===== src/rtl/cu_pkg.sv =====
// Shared control-unit definitions. The instruction decoder also uses this
// package, so the opcode constants live here rather than in cu_fsm.
package cu_pkg;

   typedef enum logic [2:0] {
      ST_INIT,
      ST_FETCH,
      ST_EXEC,
      ST_WB,
      ST_INTR
   } state_t;

   localparam logic [6:0] OP_LOAD   = 7'b0000011;
   localparam logic [6:0] OP_STORE  = 7'b0100011;
   localparam logic [6:0] OP_BRANCH = 7'b1100011;
   localparam logic [6:0] OP_OP     = 7'b0110011;
   localparam logic [6:0] OP_IMM    = 7'b0010011;
   localparam logic [6:0] OP_LUI    = 7'b0110111;
   localparam logic [6:0] OP_AUIPC  = 7'b0010111;
   localparam logic [6:0] OP_JAL    = 7'b1101111;
   localparam logic [6:0] OP_JALR   = 7'b1100111;
   localparam logic [6:0] OP_SYS    = 7'b1110011;

   // In SYSTEM instructions, func3 = 000 means MRET. All other func3
   // values are CSR accesses.
   localparam logic [2:0] F3_MRET = 3'b000;

endpackage


===== src/rtl/intr_sync.sv =====
// Flop-chain synchronizer that brings the asynchronous interrupt request
// into the clk domain. The clear is synchronous and active-low, so the
// chain flushes together with the FSM reset.
module intr_sync #(
   parameter int SYNC_STAGES = 2
) (
   input  logic clk,
   input  logic rst_n,
   input  logic async_in,
   output logic sync_out
);

   logic [SYNC_STAGES-1:0] sync_reg;

   // Shift the raw request one stage per clock, and clear the chain on reset.
   always_ff @(posedge clk) begin
      if (!rst_n) begin
         sync_reg <= '0;
      end else begin
         sync_reg <= {sync_reg[SYNC_STAGES-2:0], async_in};
      end
   end

   assign sync_out = sync_reg[SYNC_STAGES-1];

endmodule


===== src/rtl/cu_fsm.sv =====
// Multi-cycle control unit for the Otter MCU. It steps each instruction
// through FETCH, EXEC and an optional WB state, and decides when the PC,
// the register file, data memory and the CSRs commit. It also handles
// interrupt entry.
module cu_fsm #(
   parameter int SYNC_STAGES = 2
) (
   input  logic       clk,
   input  logic       rst_n,
   input  logic       intr,
   input  logic       csr_mie,
   input  logic [6:0] opcode,
   input  logic [2:0] func3,
   output logic       pc_rst,
   output logic       pc_we,
   output logic       rf_we,
   output logic       mem_rden1,
   output logic       mem_rden2,
   output logic       mem_we2,
   output logic       csr_we,
   output logic       int_taken,
   output logic       mret_exec
);
   import cu_pkg::*;

   state_t state_reg;
   state_t state_next;
   logic   intr_synced;
   logic   int_pend;

   intr_sync #(
      .SYNC_STAGES(SYNC_STAGES)
   ) u_intr_sync (
      .clk     (clk),
      .rst_n   (rst_n),
      .async_in(intr),
      .sync_out(intr_synced)
   );

   // csr_mie is used as it is in this cycle. During MRET this is the value
   // before MIE is restored.
   assign int_pend = intr_synced & csr_mie;

   // State register. While reset is held, the FSM stays in INIT.
   always_ff @(posedge clk) begin
      if (!rst_n) begin
         state_reg <= ST_INIT;
      end else begin
         state_reg <= state_next;
      end
   end

   // Next-state logic and commit enables. Outputs depend on the state, and
   // in EXEC also on the instruction being executed.
   always_comb begin
      pc_rst     = 1'b0;
      pc_we      = 1'b0;
      rf_we      = 1'b0;
      mem_rden1  = 1'b0;
      mem_rden2  = 1'b0;
      mem_we2    = 1'b0;
      csr_we     = 1'b0;
      int_taken  = 1'b0;
      mret_exec  = 1'b0;
      state_next = state_reg;
      unique case (state_reg)
         ST_INIT: begin
            pc_rst     = 1'b1;
            state_next = ST_FETCH;
         end
         ST_FETCH: begin
            mem_rden1  = 1'b1;
            state_next = ST_EXEC;
         end
         ST_EXEC: begin
            state_next = int_pend ? ST_INTR : ST_FETCH;
            case (opcode)
               OP_LOAD: begin
                  // The PC is not advanced here. It advances in WB.
                  mem_rden2  = 1'b1;
                  state_next = ST_WB;
               end
               OP_STORE: begin
                  mem_we2 = 1'b1;
                  pc_we   = 1'b1;
               end
               OP_BRANCH: begin
                  pc_we = 1'b1;
               end
               OP_OP, OP_IMM, OP_LUI, OP_AUIPC, OP_JAL, OP_JALR: begin
                  rf_we = 1'b1;
                  pc_we = 1'b1;
               end
               OP_SYS: begin
                  pc_we = 1'b1;
                  if (func3 == F3_MRET) begin
                     mret_exec = 1'b1;
                  end else begin
                     csr_we = 1'b1;
                     rf_we  = 1'b1;
                  end
               end
               default: begin
                  // Unknown opcodes only move the PC, so they act as a NOP.
                  pc_we = 1'b1;
               end
            endcase
         end
         ST_WB: begin
            rf_we      = 1'b1;
            pc_we      = 1'b1;
            state_next = int_pend ? ST_INTR : ST_FETCH;
         end
         ST_INTR: begin
            int_taken  = 1'b1;
            pc_we      = 1'b1;
            state_next = ST_FETCH;
         end
         default: begin
            state_next = ST_INIT;
         end
      endcase
   end

endmodule


===== config.mk =====
export PLATFORM = sky130hd
export DESIGN_NAME = cu_fsm
export DESIGN_NICKNAME = d
export VERILOG_FILES = /design/src/rtl/cu_pkg.sv /design/src/rtl/intr_sync.sv /design/src/rtl/cu_fsm.sv
export SDC_FILE = /design/constraint.sdc
export NUM_CORES = 1
export LEC_CHECK = 0
export CAP_MARGIN = 30
export CORE_AREA = 3 3 40 42
export CTS_CLUSTER_SIZE = 12
export DETAILED_ROUTE_END_ITERATION = 10
export DIE_AREA = 0 0 43 45
export SKIP_LAST_GASP = 1
export SLEW_MARGIN = 25
export SYNTH_ARGS = -nofsm -noshare
export SYNTH_HDL_FRONTEND = slang
export SYNTH_SLANG_ARGS = --single-unit

===== constraint.sdc =====
create_clock -name clk -period 1.45 [get_ports clk]
set_input_delay 0.435 -clock clk [delete_from_list [all_inputs] [get_ports clk]]
set_output_delay 0.435 -clock clk [all_outputs]
set_load 0.02 [all_outputs]

* Yosys cells after proc, flatten, opt, wreduce, memory -nomap -nowiden *
Cells that the tools add are included.
Widths: inputs -> output; s select.

storage, ports and cells
  memory bits (read-only) = 0
  output and inout bits = 9
  RAM bits = 0
  flip-flop bits (word level) = 5
  latch bits = 0
  memories = 0

cells by class
  divide/modulo/power cells = 0
  add/subtract/negate cells = 0
  shift operators = 0
  multiply operators = 0
  bitwise operators = 1
  equality and inequality tests = 13
  $lt $le $gt $ge = 0
  reductions and logical operators = 5
  mux-type cells = 20

operator list
  kind                count
  $eq 7x6->1 const B  3
  $eq 7x7->1 const B  3
  $eq 7x5->1 const B  2
  $mux 1              14
  $pmux 3 s4          1
  $eq 7x2->1 const B  1
  $eq 3x2->1 const B  2
  $logic_not 3->1     2
  $mux 3              2
  $pmux 1 s2          3
  $reduce_or 6->1     1
  $reduce_or 2->1     2
  $eq 3x1->1 const B  1
  $eq 3x3->1 const B  1
  $and 1x1->1         1

* Depth between registers and ports, before layout *
Gate-level depths: netlist of run 1.

  depth in word-level cells = 4
  gate-level depth with buffers = 3
  gate-level depth less buffers = 3

* Cells and area by module *
Synthesis of run 1 repeated with hierarchy kept, for this count alone.

unflattened totals
  cells, all modules = 42
  area, all modules = 379.1 µm²

modules (own cells, without submodules)
  module     cells each  times used  area an instance (µm²)
  cu_fsm     38          1           326.6
  intr_sync  4           1           52.6

* Worst setup path before layout of run 1 *
No wires, ideal clock.

  kind = input -> output
  start point = in opcode[2]
  end point = out rf_we
  path buffers = 0
  data arrival time = 1416 ps
  path slack = -401 ps
  cell stages on the path = 3
  cell sequence = and3b_4 > nand3_1 > o311ai_1

between the ends
  word-level cells in the longest chain between the ends = 4
  elaborated cells between the ends (all ways) = 10
  those cells by class = eq/ne (7); mux (2); reduce/logical (1)

ends and longest elaborated chain
  item                                      RTL line      RTL
  from (decl)                               cu_fsm.sv:12  input logic [6:0] opcode,
  $eq 7x6->1, or another cell as far along  cu_fsm.sv:77  case (opcode)
  $reduce_or 6->1                           cu_fsm.sv:77
  $pmux 1 s2 *                              cu_fsm.sv:77
  $pmux 1 s2 *                              cu_fsm.sv:66  unique case (state_reg)
  to (decl)                                 cu_fsm.sv:16  output logic rf_we,

Mark *: on every way between the ends. The rest lies on a longest branch, timed or not.

* Worst setup path after layout of run 1 *
Ends and elaborated chain as after synthesis.

==> impl_metrics.yaml, run 1 <==
logic_synthesis:
  yosysSeqAreaShare_pct: 28.07
  syn-num-nets: 57
  synth_top_family_by_area: "simple AND/OR/NAND/NOR gates"
  syn-mean-instance-area_um2: 8.293
  synth_area_um2: 356.6
  ys_warn_count: 0
  ys_ff_latch: 5
  synthCells: 43
  synthMuxAreaShare_pct: 0
  ys_types: 24
  yosys.area_share.adder_pct: 0
  synthSimpleGateAreaFrac_pct: 57.19
  synth_compound_area_share_pct: 12.63
  synth_xor_area_share_pct: 0
worst_setup_path:
  cpMaxStageDelayCell: "and3b_4"
  critical_path_class: "in -> out"
  worstPathRequired_ns: 1.02
  endpoint_kind: "primary output"
  critPathMostFrequentCell: "buf_6"
  path_max_fanout: 3
  crit_path_max_incr_delay_ns: 0.29
  worstPathCellList: "buf_6 > and3b_4 > buf_4 > nand3_4 > o311ai_4 > buf_6"
  cp-start-kind: "input pin"
  worstPathArrival_ns: 1.39
cts:
  cts_sinks: 5
  numCtsBuffers: 3
  clockBufferDepth: 2
  cts_root_buffer: "clkbuf_4"
  cts_tree: "done"
  clk_latency_ns: 0.23
  htreeDepth: 1
  clk_pin_slew_worst_paths_ns: 0.04
timing:
  period_share_pct: 126.1
  rsz0062_at_grt: "true"
  max_freq_mhz: 546.9
  drv_slew: 0
  worst_slack_ns: -0.3785
  worst_pin_slew_ns: 0.3605
  fin_worst_skew_ns: 0.001072
  min_period_ns: 1.828
  finalHoldViolations: 0
  whs_ns: 0.4318
  relSlewSlack_pct: 75.91
  setup_violations: 9
power:
  peakVddDrop_v: 0.0004829
  power_leakage_nw: 0.4042
  finalPower_mw: 0.5133
  powerDensity_nw_per_um2: 549.9
die:
  ioPinCount: 23
  row_count: 13
  start_util_pct: 27.75
  dieArea_um2: 1935
  core_um2: 1285
  die_w_um: 43
  die_y_um: 45
final_layout:
  final_cell_mix: "20 x buf_4, 13 x buf_6, 4 x buf_2"
  drive_above_1_share_pct: 75.56
  design_area_um2: 933.4
  largest_reg_flops: 3
  mostFrequentLayoutCell: "buf_4"
  syn_to_final_growth_pct: 161.8
  fin_cells: 105
  nets: 105
  fill_cells: 96
  n_antenna_cell: 0
placed_design:
  numPortBuffers: 22
  dpl_cell_area_um2: 738.2
  hpwl_um: 909.8
  routabilityCongestion: 0.7214
  dp_cells: 94
  dp_slack_ns: -1.212
global_route:
  grt_pass1_vias: 489
  grt_use_total_pct: 13.80
  antenna_found_initial: 0
  overflow: 0
  grt_pass1_wl_mm: 2.007
  grt_max_degree: 7
route:
  via_count: 506
  drt_iter0_markers: 2
  wl_mm: 1.362
  wl_per_cell_um: 12.97
  drt-pass1-iter-count: 2
  ant_nets: 0
  routed_via_density: 4.819
  drcViolationCount: 0
status:
  violations: "setup timing"
  outcome: "complete, but fails checks"
job:
  max_cap_viol_count: 0
worst_hold_path:
  hp-class: "reg -> reg"
==> worst paths after layout <==
check,startpoint,to,slack [ns],depth (start not counted)
max,opcode[2],rf_we,-0.38,6
min,u_intr_sync.sync_reg[0],u_intr_sync.sync_reg[1],0.43,1
max reg2reg,state_reg[0],state_reg[2],0.12,5
min reg2reg,u_intr_sync.sync_reg[0],u_intr_sync.sync_reg[1],0.43,1
==> metrics by stage <==
step | utilization (%) | setup TNS, ns
after floorplan | - | -0.4623
after detailed placement | 57.45 | -8.448
after CTS | 66.80 | -2.337
after global routing | 72.64 | -2.714
final | 72.64 | -2.153
after global placement | 57.45 | -8.306
==> cell usage after synthesis <==
master     count  area (um2)
and2_1         4       25.02
dfxtp_1        5       100.1
o2111ai_1      1       8.760
and3b_4        1       12.51
nor2b_1        1       6.260
nand4_1        1       6.260
nand2b_1       1       6.260
and3_2         1       7.510
and3b_1        1       8.760
nor2_1         3       11.26
nand3_1        2       10.01
nor3_1         2       10.01
o21ai_0        1       5.000
nand2_1        4       15.01
inv_1          2       7.510
and4b_2        1       11.26
a21oi_1        3       15.01
o311ai_1       1       8.760
nor4_2         3       37.54
nor3b_1        1       7.510
and2b_1        1       7.510
nor3b_2        1       12.51
nor4b_1        1       8.760
o21bai_1       1       7.510
==> cell type report <==
type                            count  area [um2]  area share, %
Tap cell                           15       18.77          2.011
Inverter                            2       7.507         0.8043
Timing Repair Buffer               43       372.9          39.95
Clock buffer                        4       26.28          2.815
Multi-Input combinational cell     36       405.4          43.43
Sequential cell                     5       102.6          10.99
==> power breakdown <==
part           total, mW  leakage (nW)  internal, mW  switching, mW
Clock              0.155        0.0150         0.104         0.0509
Combinational      0.208         0.347         0.110         0.0980
Sequential         0.151        0.0421         0.147        0.00400
Total              0.513         0.404         0.360          0.153
==> metal layers <==
metal	part of all wire [%]	global-route usage [%]	wire, um	up-vias
met5	0	0	0	-
met4	0	5.422	0	0
met3	3.6	3.586	49	0
met2	57	23.65	781	13
met1	39	16.55	531	236
li1	-	-	-	257
==> kinds of logic (layout without fill, tap and decap cells) <==
group                  after synthesis  in the layout
AND/OR/NAND/NOR                     29             29
AO/OA/AOI/OAI                        7              7
buffers and inverters                2             49
flip-flops                           5              5
==> what timing repair did <==
item                       4_1_cts  5_1_grt
buffers inserted                 7        1
hold endpoints to repair         0        0
pin swaps                       12        5
resized for setup              105       17
hold buffers                     0        0
setup endpoints to repair       12       10
==> critical path: cells and delay by family <==
kind                   cells  cell delay, ns
AO/OA/AOI/OAI              1            0.24
AND/OR/NAND/NOR            2            0.35
buffers and inverters      3            0.37
No activity file was read; power rests on OpenSTA's default activity.
==> run 2: changes to the inputs <==
--- a/config.mk
+++ b/config.mk
@@ -10,6 +10,7 @@
 export CTS_CLUSTER_SIZE = 12
 export DETAILED_ROUTE_END_ITERATION = 10
 export DIE_AREA = 0 0 43 45
+export SKIP_CTS_REPAIR_TIMING = 1
 export SKIP_LAST_GASP = 1
 export SLEW_MARGIN = 25
 export SYNTH_ARGS = -nofsm -noshare
==> impl_metrics.yaml, run 2 (synthesized netlist as in run 1, its figures left out) <==
status:
  outcome: "complete, but fails checks"
  violations: "setup timing"
final_layout:
  fill_cells: 115
  ff_latch_area_um2: 103.9
  multiInputGateArea_um2: 352.8
  design_area_um2: 884.6
  largest_reg_flops: 3
  mostFrequentLayoutCell: "buf_4"
  final_cell_mix: "16 x buf_4, 12 x buf_6, 6 x dlymetal6s2s_1"
  syn_to_final_growth_pct: 148.1
  n_antenna_cell: 0
  fin_cells: 102
  nets: 102
  drive_above_1_share_pct: 66.67
  fin_util_pct: 68.84
timing:
  setup_violations: 8
  worst_pin_slew_ns: 0.3925
  max_freq_mhz: 515.1
  relSlewSlack_pct: 73.61
  final.setup.tns_ns: -2.335
  fin_worst_skew_ns: 0.00009351
  min_period_ns: 1.941
  finalHoldViolations: 0
  worst_slack_ns: -0.4912
  drv_slew: 0
  whs_ns: 0.4318
  period_share_pct: 133.9
  rsz0062_at_grt: "true"
route:
  via_count: 480
  drt-pass1-iter-count: 2
  routed_via_density: 4.706
  wl_per_cell_um: 12.03
  drt_iter0_markers: 2
  wl_mm: 1.227
  drcViolationCount: 0
  ant_nets: 0
global_route:
  overflow: 0
  grt_pass1_vias: 433
  antenna_found_initial: 0
  grt_max_degree: 7
  grt_use_total_pct: 12.14
  grt_pass1_wl_mm: 1.745
cts:
  cts_sinks: 5
  htreeDepth: 1
  cts_root_buffer: "clkbuf_4"
  numCtsBuffers: 3
  clockBufferDepth: 2
  cts_tree: "done"
  clk_pin_slew_worst_paths_ns: 0.04
  clk_latency_ns: 0.23
worst_hold_path:
  hp-class: "reg -> reg"
  holdPathStages: 1
  worstHoldStart: "u_intr_sync.sync_reg[0]"
worst_setup_path:
  crit_path_max_incr_delay_ns: 0.31
  reg2reg_depth: 5
  path_max_fanout: 4
  worstPathCellList: "buf_6 > and3b_4 > nand4_1 > nor4_4 > buf_4"
  worstPathArrival_ns: 1.51
  critPathLaunch: "opcode[2]"
  reg2reg_from: "state_reg[0]"
  critical_path_class: "in -> out"
  cpMaxStageDelayCell: "and3b_4"
  cp-start-kind: "input pin"
  worstPathRequired_ns: 1.02
  endpoint_kind: "primary output"
power:
  power_leakage_nw: 0.4335
  peakVddDrop_v: 0.0005155
  powerDensity_nw_per_um2: 567.2
die:
  start_util_pct: 27.75
  dieArea_um2: 1935
  die_y_um: 45
  core_um2: 1285
  die_w_um: 43
  row_count: 13
  ioPinCount: 23
placed_design:
  routabilityCongestion: 0.7214
  dpl_cell_area_um2: 738.2
  dp_cells: 94
  hpwl_um: 909.8
  numPortBuffers: 22
job:
  max_cap_viol_count: 0
[run 2: path summary, 6_finish.rpt]
check / endpoint / slack, ns
max: mret_exec / -0.49
min: u_intr_sync.sync_reg[1] / 0.43
max reg2reg: state_reg[2] / 0.20
min reg2reg: u_intr_sync.sync_reg[1] / 0.43
[run 2: per-stage QoR]
| stage | total power [mW] | setup slack [ns] |
|---|---|---|
| 2_1_floorplan | 0.2146 | -0.1722 |
| 3_3_place_gp | 0.3142 | -1.197 |
| 3_5_place_dp | 0.3153 | -1.212 |
| 4_1_cts | 0.4754 | -1.214 |
| 5_1_grt | 0.5417 | -0.5634 |
| 6_report | 0.5018 | -0.4912 |
[run 2: worst max-delay path: cells and delay by family]
family / cells / cell delay, ns
AND/OR/NAND/NOR: 3 / 0.80
buffers and inverters: 2 / 0.27
[run 2: layer usage]
layer  GRT usage (%)  vias to the layer above  routed length, um
met4           7.229                        0                  0
met1           14.15                      219                490
met3           2.390                        0                 70
li1                -                      248                  -
met5               0                        -                  0
met2           20.66                       13                666
[run 2: power breakdown]
part / switching (mW) / leakage [nW] / internal (mW)
sequential: 0.00502 / 0.0423 / 0.147
combinational: 0.0861 / 0.376 / 0.109
clock: 0.0509 / 0.0150 / 0.104
[run 2: area by class of cell]
type	instances	area share (%)
well taps	15	2.122
multi-input cells	36	39.89
inverters	2	0.8487
repair buffers	40	42.43
flip-flops and latches	5	11.74
clock buffers	4	2.970
